### src/rtl/sprite_plotter_if.sv
`default_nettype none
// ============================================================================
// Module   : sprite_plotter_if
// Brief    : Bundle of the start/done handshake, the sprite ROM port and the VGA plot port
// Revision : 1.0
// ============================================================================
interface sprite_plotter_if #(
    parameter int COLOUR_W = 3
);
    logic                start;
    logic [7:0]          x_base;
    logic [6:0]          y_base;
    logic [10:0]         rom_addr;
    logic [COLOUR_W-1:0] rom_data;
    logic [7:0]          vga_x;
    logic [6:0]          vga_y;
    logic [COLOUR_W-1:0] vga_colour;
    logic                vga_plot;
    logic                busy;
    logic                done;

    modport master (
        output start, x_base, y_base, rom_data,
        input  rom_addr, vga_x, vga_y, vga_colour, vga_plot, busy, done
    );

    modport slave (
        input  start, x_base, y_base, rom_data,
        output rom_addr, vga_x, vga_y, vga_colour, vga_plot, busy, done
    );
endinterface
`default_nettype wire

### src/rtl/sprite_plotter.sv
`default_nettype none
// ============================================================================
// Module   : sprite_plotter
// Brief    : Self-timed sprite blit: walks the sprite ROM, pairs each colour with
//            its screen coordinate and strobes the VGA plot port, clipping at the
//            screen edges. Optional macro: SPRITE_PLOTTER_TRANSPARENCY_EN.
// Revision : 1.0
// ============================================================================
module sprite_plotter #(
    parameter int SPRITE_W        = 40,
    parameter int SPRITE_H        = 40,
    parameter int SCREEN_W        = 160,
    parameter int SCREEN_H        = 120,
    parameter int ROM_LATENCY     = 1,
    parameter int COLOUR_W        = 3,
    parameter int TRANSPARENT_KEY = 0
) (
    input  logic             clk,
    input  logic             resetn,
    sprite_plotter_if.slave  bus
);
    localparam int c_COL_W = $clog2(SPRITE_W);
    localparam int c_ROW_W = $clog2(SPRITE_H);
    localparam int c_LAST  = SPRITE_W * SPRITE_H - 1;
    localparam int c_STG_W = 1 + 8 + 7;
    localparam logic [COLOUR_W-1:0] c_KEY = COLOUR_W'(TRANSPARENT_KEY);

    typedef enum logic [1:0] {
        S_IDLE  = 2'd0,
        S_FETCH = 2'd1,
        S_DRAIN = 2'd2,
        S_DONE  = 2'd3
    } state_t;

    state_t               r_state;
    logic [7:0]           r_xb;
    logic [6:0]           r_yb;
    logic [c_COL_W-1:0]   r_col;
    logic [c_ROW_W-1:0]   r_row;
    logic [10:0]          r_rom_addr;
    logic [2:0]           r_drain;
    logic                 r_busy;
    logic                 r_done;

    logic [ROM_LATENCY:1][c_STG_W-1:0] r_pipe;

    logic [7:0]           r_vga_x;
    logic [6:0]           r_vga_y;
    logic [COLOUR_W-1:0]  r_vga_colour;
    logic                 r_vga_plot;

    logic [8:0]           w_x;
    logic [7:0]           w_y;
    logic                 w_vis;
    logic [c_STG_W-1:0]   w_tail;
    logic                 w_opaque;

    // Coordinates are widened by one bit so sprites hanging off the edge clip instead of wrapping.
    assign w_x    = {1'b0, r_xb} + 9'(r_col);
    assign w_y    = {1'b0, r_yb} + 8'(r_row);
    assign w_vis  = (r_state == S_FETCH) && (w_x < 9'(SCREEN_W)) && (w_y < 8'(SCREEN_H));
    assign w_tail = r_pipe[ROM_LATENCY];

`ifdef SPRITE_PLOTTER_TRANSPARENCY_EN
    assign w_opaque = (bus.rom_data != c_KEY);
`else
    // Key is deliberately ignored in this build; the expression folds to constant 1.
    assign w_opaque = (bus.rom_data == c_KEY) || 1'b1;
`endif

    always_ff @(posedge clk or negedge resetn) begin
        if (!resetn) begin
            r_state    <= S_IDLE;
            r_xb       <= '0;
            r_yb       <= '0;
            r_col      <= '0;
            r_row      <= '0;
            r_rom_addr <= '0;
            r_drain    <= '0;
            r_busy     <= 1'b0;
            r_done     <= 1'b0;
        end else begin
            case (r_state)
                S_IDLE: begin
                    if (bus.start) begin
                        r_xb       <= bus.x_base;
                        r_yb       <= bus.y_base;
                        r_col      <= '0;
                        r_row      <= '0;
                        r_rom_addr <= '0;
                        r_busy     <= 1'b1;
                        r_state    <= S_FETCH;
                    end
                end
                S_FETCH: begin
                    if (r_rom_addr == 11'(c_LAST)) begin
                        r_drain <= '0;
                        r_state <= S_DRAIN;
                    end else begin
                        r_rom_addr <= r_rom_addr + 11'd1;
                        if (r_col == c_COL_W'(SPRITE_W - 1)) begin
                            r_col <= '0;
                            r_row <= r_row + 1'b1;
                        end else begin
                            r_col <= r_col + 1'b1;
                        end
                    end
                end
                S_DRAIN: begin
                    // Holds until the last pixel has left the output register.
                    if (r_drain == 3'(ROM_LATENCY)) begin
                        r_busy  <= 1'b0;
                        r_done  <= 1'b1;
                        r_state <= S_DONE;
                    end else begin
                        r_drain <= r_drain + 3'd1;
                    end
                end
                S_DONE: begin
                    r_done  <= 1'b0;
                    r_state <= S_IDLE;
                end
                default: r_state <= S_IDLE;
            endcase
        end
    end

    always_ff @(posedge clk or negedge resetn) begin
        if (!resetn) begin
            r_pipe <= '0;
        end else begin
            r_pipe[1] <= {w_vis, w_x[7:0], w_y[6:0]};
            for (int i = 2; i <= ROM_LATENCY; i++) begin
                r_pipe[i] <= r_pipe[i-1];
            end
        end
    end

    always_ff @(posedge clk or negedge resetn) begin
        if (!resetn) begin
            r_vga_x      <= '0;
            r_vga_y      <= '0;
            r_vga_colour <= '0;
            r_vga_plot   <= 1'b0;
        end else begin
            r_vga_plot <= w_tail[c_STG_W-1] && w_opaque;
            if (w_tail[c_STG_W-1]) begin
                r_vga_x      <= w_tail[14:7];
                r_vga_y      <= w_tail[6:0];
                r_vga_colour <= bus.rom_data;
            end
        end
    end

    assign bus.rom_addr   = r_rom_addr;
    assign bus.vga_x      = r_vga_x;
    assign bus.vga_y      = r_vga_y;
    assign bus.vga_colour = r_vga_colour;
    assign bus.vga_plot   = r_vga_plot;
    assign bus.busy       = r_busy;
    assign bus.done       = r_done;
endmodule
`default_nettype wire

### src/flat_wrapper.sv
// flat-port wrapper written by rule: the top's interface ports become plain ports
module sprite_plotter_flat 
#(
    parameter int SPRITE_W        = 40,
    parameter int SPRITE_H        = 40,
    parameter int SCREEN_W        = 160,
    parameter int SCREEN_H        = 120,
    parameter int ROM_LATENCY     = 1,
    parameter int COLOUR_W        = 3,
    parameter int TRANSPARENT_KEY = 0
)
  (clk, resetn, bus_start, bus_x_base, bus_y_base, bus_rom_data, bus_rom_addr, bus_vga_x, bus_vga_y, bus_vga_colour, bus_vga_plot, bus_busy, bus_done);
  sprite_plotter_if #(.COLOUR_W(COLOUR_W)) bus_i ();
  input  logic clk;
  input  logic resetn;
  input wire logic [$bits(bus_i.start)-1:0] bus_start;
  input wire logic [$bits(bus_i.x_base)-1:0] bus_x_base;
  input wire logic [$bits(bus_i.y_base)-1:0] bus_y_base;
  input wire logic [$bits(bus_i.rom_data)-1:0] bus_rom_data;
  output wire logic [$bits(bus_i.rom_addr)-1:0] bus_rom_addr;
  output wire logic [$bits(bus_i.vga_x)-1:0] bus_vga_x;
  output wire logic [$bits(bus_i.vga_y)-1:0] bus_vga_y;
  output wire logic [$bits(bus_i.vga_colour)-1:0] bus_vga_colour;
  output wire logic [$bits(bus_i.vga_plot)-1:0] bus_vga_plot;
  output wire logic [$bits(bus_i.busy)-1:0] bus_busy;
  output wire logic [$bits(bus_i.done)-1:0] bus_done;
  assign bus_i.start = bus_start;
  assign bus_i.x_base = bus_x_base;
  assign bus_i.y_base = bus_y_base;
  assign bus_i.rom_data = bus_rom_data;
  assign bus_rom_addr = bus_i.rom_addr;
  assign bus_vga_x = bus_i.vga_x;
  assign bus_vga_y = bus_i.vga_y;
  assign bus_vga_colour = bus_i.vga_colour;
  assign bus_vga_plot = bus_i.vga_plot;
  assign bus_busy = bus_i.busy;
  assign bus_done = bus_i.done;
  sprite_plotter #(.SPRITE_W(SPRITE_W), .SPRITE_H(SPRITE_H), .SCREEN_W(SCREEN_W), .SCREEN_H(SCREEN_H), .ROM_LATENCY(ROM_LATENCY), .COLOUR_W(COLOUR_W), .TRANSPARENT_KEY(TRANSPARENT_KEY)) u_core (.clk(clk), .resetn(resetn), .bus(bus_i));
endmodule
### config.mk
export PLATFORM = sky130hd
export DESIGN_NAME = sprite_plotter_flat
export DESIGN_NICKNAME = d
export VERILOG_FILES = /design/src/rtl/sprite_plotter_if.sv /design/src/rtl/sprite_plotter.sv /design/src/flat_wrapper.sv
export SDC_FILE = /design/constraint.sdc
export NUM_CORES = 1
export LEC_CHECK = 0
export ABC_AREA = 1
export BUFFER_PORTS_ARGS = -buffer_cell sky130_fd_sc_hd__buf_2
export CORE_MARGIN = 4
export CORE_UTILIZATION = 45
export DETAILED_ROUTE_END_ITERATION = 8
export PLACE_DENSITY_LB_ADDON = 0.25
export SYNTH_ARGS = -nofsm -noshare
export SYNTH_HDL_FRONTEND = slang
export SYNTH_SLANG_ARGS = --single-unit
### constraint.sdc
create_clock -name clk -period 2.1 [get_ports clk]
set_clock_uncertainty 0.1 [all_clocks]
set_input_delay 0.21 -clock clk [delete_from_list [all_inputs] [get_ports clk]]
set_output_delay 0.21 -clock clk [all_outputs]
set_load 0.005 [all_outputs]
# [Word-level counts from Yosys, hierarchy flattened]
# Cells that the tools add are included.
[classes] eq_ne=12 magnitude_cmp=2 mux=22 n_addsub=6 reduce_logical=14
[ops] operator="6-bit two-way mux" count=5
[ops] operator="6-bit one-hot mux with 2 select lines" count=2
[ops] operator="11-bit two-way mux" count=2
[ops] operator="11-bit one-hot mux with 2 select lines" count=1
[ops] operator="6-bit by 1-bit adder with 6-bit output (second input constant)" count=2
[ops] operator="3-bit AND reduction" count=4
[ops] operator="11-bit by 1-bit adder with 11-bit output (second input constant)" count=1
[ops] operator="11-bit == test (second input constant)" count=1
[ops] operator="2-bit != test (second input constant)" count=5
[ops] operator="8-bit by 6-bit adder with 9-bit output" count=1
[ops] operator="9-bit by 8-bit < comparator with 1-bit output (second input constant)" count=1
[ops] operator="7-bit by 6-bit adder with 8-bit output" count=1
[ops] operator="8-bit by 7-bit < comparator with 1-bit output (second input constant)" count=1
[ops] operator="2-bit one-hot mux with 4 select lines" count=1
[ops] operator="2-bit nonzero test" count=4
[ops] operator="6-bit == test (second input constant)" count=1
[ops] operator="2-bit two-way mux" count=3
[ops] operator="3-bit two-way mux" count=2
[ops] operator="3-bit one-hot mux with 2 select lines" count=1
[ops] operator="2-bit == test (second input constant)" count=2
[ops] operator="1-bit one-hot mux with 2 select lines" count=2
[ops] operator="2-bit AND reduction" count=2
[ops] operator="4-bit AND reduction" count=1
[ops] operator="3-bit by 1-bit adder with 3-bit output (second input constant)" count=1
[ops] operator="6 further kinds" count=9
[word_totals] word_cells=70 input_bits=21 output_inout_bits=32 regBits=80

# [Logic depth before layout (Yosys ltp)]
[depth] depth_word=4 mapped_depth=12

# [Worst setup path after synthesis]
# Ideal clock, no wire load.
[synth_path] kind="register -> register" startpoint="reg u_core.r_row[0]" endpoint="reg u_core.r_pipe[15] (netlist bit)" t_arrival_ps=1553 slack_ps=331 path_stages_with_launch=12 n_path_buf=0 period_less_slack_ps=1769 setup_time_ps=117 path_cell_list="dfrtp_1 > ha_1 > inv_1 > fa_1 > inv_1 > nand3_1 > nand3b_1 > nand2_1 > nor2_1 > nand2_1 > nor2_1 > nor2_1"
[synth_via] elab_chain_len=3
[synth_lines] item="from (decl)" line="sprite_plotter.sv:39" text="logic [c_ROW_W-1:0] r_row;"
[synth_lines] item="from (signal assigned)" line="sprite_plotter.sv:103" text="r_row <= r_row + 1'b1;"
[synth_lines] item="7-bit by 6-bit adder with 8-bit output" line="sprite_plotter.sv:60" text="assign w_y = {1'b0, r_yb} + 8'(r_row);"
[synth_lines] item="8-bit by 7-bit < comparator with 1-bit output" line="sprite_plotter.sv:61" text="assign w_vis = (r_state == S_FETCH) && (w_x < 9'(SCREEN_W)) && (w_y < 8'(SCREEN_H));"
[synth_lines] item="1-bit logical AND" line="sprite_plotter.sv:61"
[synth_lines] item="via u_core.w_vis" line="sprite_plotter.sv:54" text="logic w_vis;"
[synth_lines] item="to (signal, indexed assignment)" line="sprite_plotter.sv:134" text="r_pipe[i] <= r_pipe[i-1];"
[synth_lines] item="to (decl)" line="sprite_plotter.sv:45" text="logic [ROM_LATENCY:1][c_STG_W-1:0] r_pipe;"
# The timed path passes the listed nets, and every way through them passes these cells.
# A chain may end at the register's enable or synchronous reset.

# [Worst setup path in the final report]
[layout_path] startpoint="reg u_core.r_col[0]" endpoint="reg u_core.r_row[4]"
[layout_via] elab_chain_len=3
[layout_lines] item="from (decl)" line="sprite_plotter.sv:38" text="logic [c_COL_W-1:0] r_col;"
[layout_lines] item="from (signal assigned)" line="sprite_plotter.sv:105" text="r_col <= r_col + 1'b1;"
[layout_lines] item="6-bit == test" line="sprite_plotter.sv:101" text="if (r_col == c_COL_W'(SPRITE_W - 1)) begin"
[layout_lines] item="2-bit != test (no line)"
[layout_lines] item="4-bit AND reduction (no line)"
# Every way passes these cells.

==> flow_summary.json <==
{
  "worst_setup_path_start_kind": "flip-flop",
  "multi_input_area_sq_um": 1841,
  "yosysSeqAreaShare_pct": 48.65,
  "vias": 3169,
  "die_x_um": 103.6,
  "nets": 572,
  "cts_buffers": 9,
  "io_buffers": 52,
  "min_period_over_period_pct": 89.10,
  "setup_viol": 0,
  "yosys.area.top_type": "dfrtp_1",
  "syn_nets": 487,
  "path_class": "reg -> reg",
  "slew_violations": 0,
  "cts_root_buf": "clkbuf_8",
  "critical_path_required_ps": 2250,
  "num_io_pins": 53,
  "drcViolationCount": 0,
  "ant_nets": 0,
  "power_density_nw_per_um2": 1210,
  "antennaDiodeCount": 0,
  "worstMarginPinSlew_ps": 335.0,
  "final_common_cell": "nand2_1",
  "relSlewSlack_pct": 77.67,
  "num_rows": 34,
  "antenna_found_initial": 0,
  "r2r_slack_ps": 230,
  "grt_pass1_wl_um": 14280,
  "drt-pass1-iter-count": 4,
  "hold_ws_ps": 80.03,
  "syn_area_sq_um": 4115,
  "post_drt_wl_per_cell_um": 12.56,
  "clock_path_buffers": 2,
  "die_h_um": 103.6,
  "final.setup.tns_ps": 0,
  "totalWireLength_um": 8049,
  "worst_setup_path_end_kind": "flip-flop",
  "seq_area_sq_um": 2002,
  "status": "complete, no violations",
  "ys_ff_latch": 80,
  "maxCapViolCount": 0,
  "start_util_pct": 46.73,
  "synthTopCellsByArea": "dfrtp_1, nand2_1, mux2_2, ha_1, inv_1",
  "layout_common_cells": "nand2_1, dfrtp_1, inv_1, buf_2, nor2_1",
  "htreeDepth": 3,
  "cts_tree": "done",
  "vias_per_cell": 4.944,
  "fillers": 795,
  "vdd_ir_drop_max_uv": 660.1,
  "cts_resized": 0,
  "drt_iter0_drc": 155,
  "worstPathArrival_ps": 2020,
  "clk_latency_ps": 360,
  "max_freq_ghz": 0.5345,
  "drive_gt1_share_pct": 23.45,
  "yosysUniqueCellTypes": 31,
  "grt_overflow_total": 0,
  "cp_max_fo": 10,
  "hpwlAfterDp_um": 5907,
  "grt_max_degree": 65,
  "core_area_sq_um": 8806,
  "syn_to_final_growth_pct": 20.01,
  "final-hold-violation-count": 0,
  "clock_sinks": 80,
  "p_leak_nw": 2.510,
  "avgSynthCellArea_sq_um": 9.289,
  "rsz0062_at_grt": "false",
  "synth_top_area_share_pct": 48.65,
  "cts.clk_slew.worst_paths_ps": 90,
  "fin_crit_ps": 1871,
  "ys_warn_count": 0,
  "grtUsageTotal_pct": 16.16,
  "place.gp.congestion": 0.8598,
  "hold_path.class": "in -> reg",
  "first_global_vias": 3205,
  "die-area_sq_um": 10740,
  "synthCells": 443
}
==> sequential cells by signal, indices dropped and copies added (netlist names), 2 cells and up <==
signal,flops
u_core.r_drain,3
u_core.r_row,6
u_core.bus.vga_y,7
u_core.r_xb,8
u_core.r_state,2
u_core.r_yb,7
u_core.bus.vga_x,8
u_core.r_pipe,16
u_core.bus.vga_colour,3
u_core.bus.rom_addr,11
u_core.r_col,6
==> layout make-up <==
cell class / instances / share of cell area (%)
multi-input cells: 300 / 37.27
inverters: 56 / 4.256
flip-flops and latches: 80 / 40.54
repair buffers: 81 / 10.95
clock inverters: 7 / 1.748
well taps: 108 / 2.736
clock buffers: 9 / 2.508
==> path summary, 6_finish.rpt <==
kind                                                      end  depth (start not counted)                        start
max                               u_core.r_row[4]$_DFFE_PN0P_                          9  u_core.r_col[0]$_DFFE_PN0P_
min                               u_core.bus.busy$_DFFE_PN0P_                          3                    bus_start
max reg2reg                       u_core.r_row[4]$_DFFE_PN0P_                          9  u_core.r_col[0]$_DFFE_PN0P_
min reg2reg                   u_core.bus.vga_y[3]$_DFFE_PN0P_                          1   u_core.r_pipe[3]$_DFF_PN0_
max in group asynchronous  u_core.bus.rom_addr[8]$_DFFE_PN0P_                          3                       resetn
min in group asynchronous     u_core.bus.vga_y[2]$_DFFE_PN0P_                          2                       resetn
==> worst max-delay path, stage by stage, from the launching register on <==
cell,delay (ps)
dfrtp_1,390
buf_4,130
ha_1,170
nand2_1,80
inv_1,80
nand4_1,140
nand2_1,200
nand4_2,270
nand2_1,120
o21ai_1,70
==> layer usage <==
metal / global-route usage (%) / up-vias / wire length [um]
met4: 6.268 / 0 / 161
li1: - / 1610 / -
met1: 19.87 / 1467 / 3710
met2: 26.68 / 77 / 3777
met5: 0 / - / 0
met3: 4.975 / 15 / 398
==> kinds of logic after synthesis <==
family,after synthesis,synth area share (%)
and+or+nand+nor,196,21.50
DFF,80,48.65
buffers and inverters,63,6.628
AOI/OAI and AO/OA,43,6.081
muxes,28,7.662
adders and majority gates,23,7.358
xor gates and xnor gates,10,2.128
==> through the flow <==
stage | setup slack, ps | instances | util [%] | area (sq um) | power, mW
floorplan | 330.6 | 443 | - | 4115 | 4.130
global placement | 226.9 | 603 | 51.28 | 4516 | 4.696
detailed placement | 176.3 | 603 | 51.28 | 4516 | 4.771
CTS | 157.6 | 638 | 55.83 | 4916 | 6.042
global route | 6.906 | 641 | 56.08 | 4938 | 6.491
finish | 228.9 | 641 | 56.08 | 4938 | 5.974
==> power by group <==
part           total [mW]  switching (mW)  leakage, nW  internal (mW)
Combinational        2.35            1.30         1.41           1.05
Clock                1.20           0.628        0.104          0.576
Sequential           2.42           0.298        0.992           2.12
Total                5.97            2.23         2.51           3.75
==> cell usage after synthesis (all sizes together) <==
| library cell | instances |
|---|---|
| o31ai | 2 |
| a21boi | 1 |
| xnor2 | 2 |
| buf | 5 |
| a22oi | 1 |
| clkbuf | 2 |
| xor2 | 8 |
| a21o | 1 |
| nand4 | 10 |
| dfrtp | 80 |
| nand3 | 30 |
| nand2 | 110 |
| nand3b | 7 |
| o21ai | 24 |
| inv | 56 |
| mux2 | 28 |
| nor2 | 32 |
| or2 | 4 |
| ha | 21 |
| fa | 2 |
| a21oi | 14 |
| nor3 | 3 |
==> what timing repair did <==
action,CTS,global route
hold buffers,19,0
buffers inserted,0,3
endpoints found under the setup margin,0,1
endpoints found under the hold margin,98,0
Note: power is estimated with default switching activity, not from simulation.
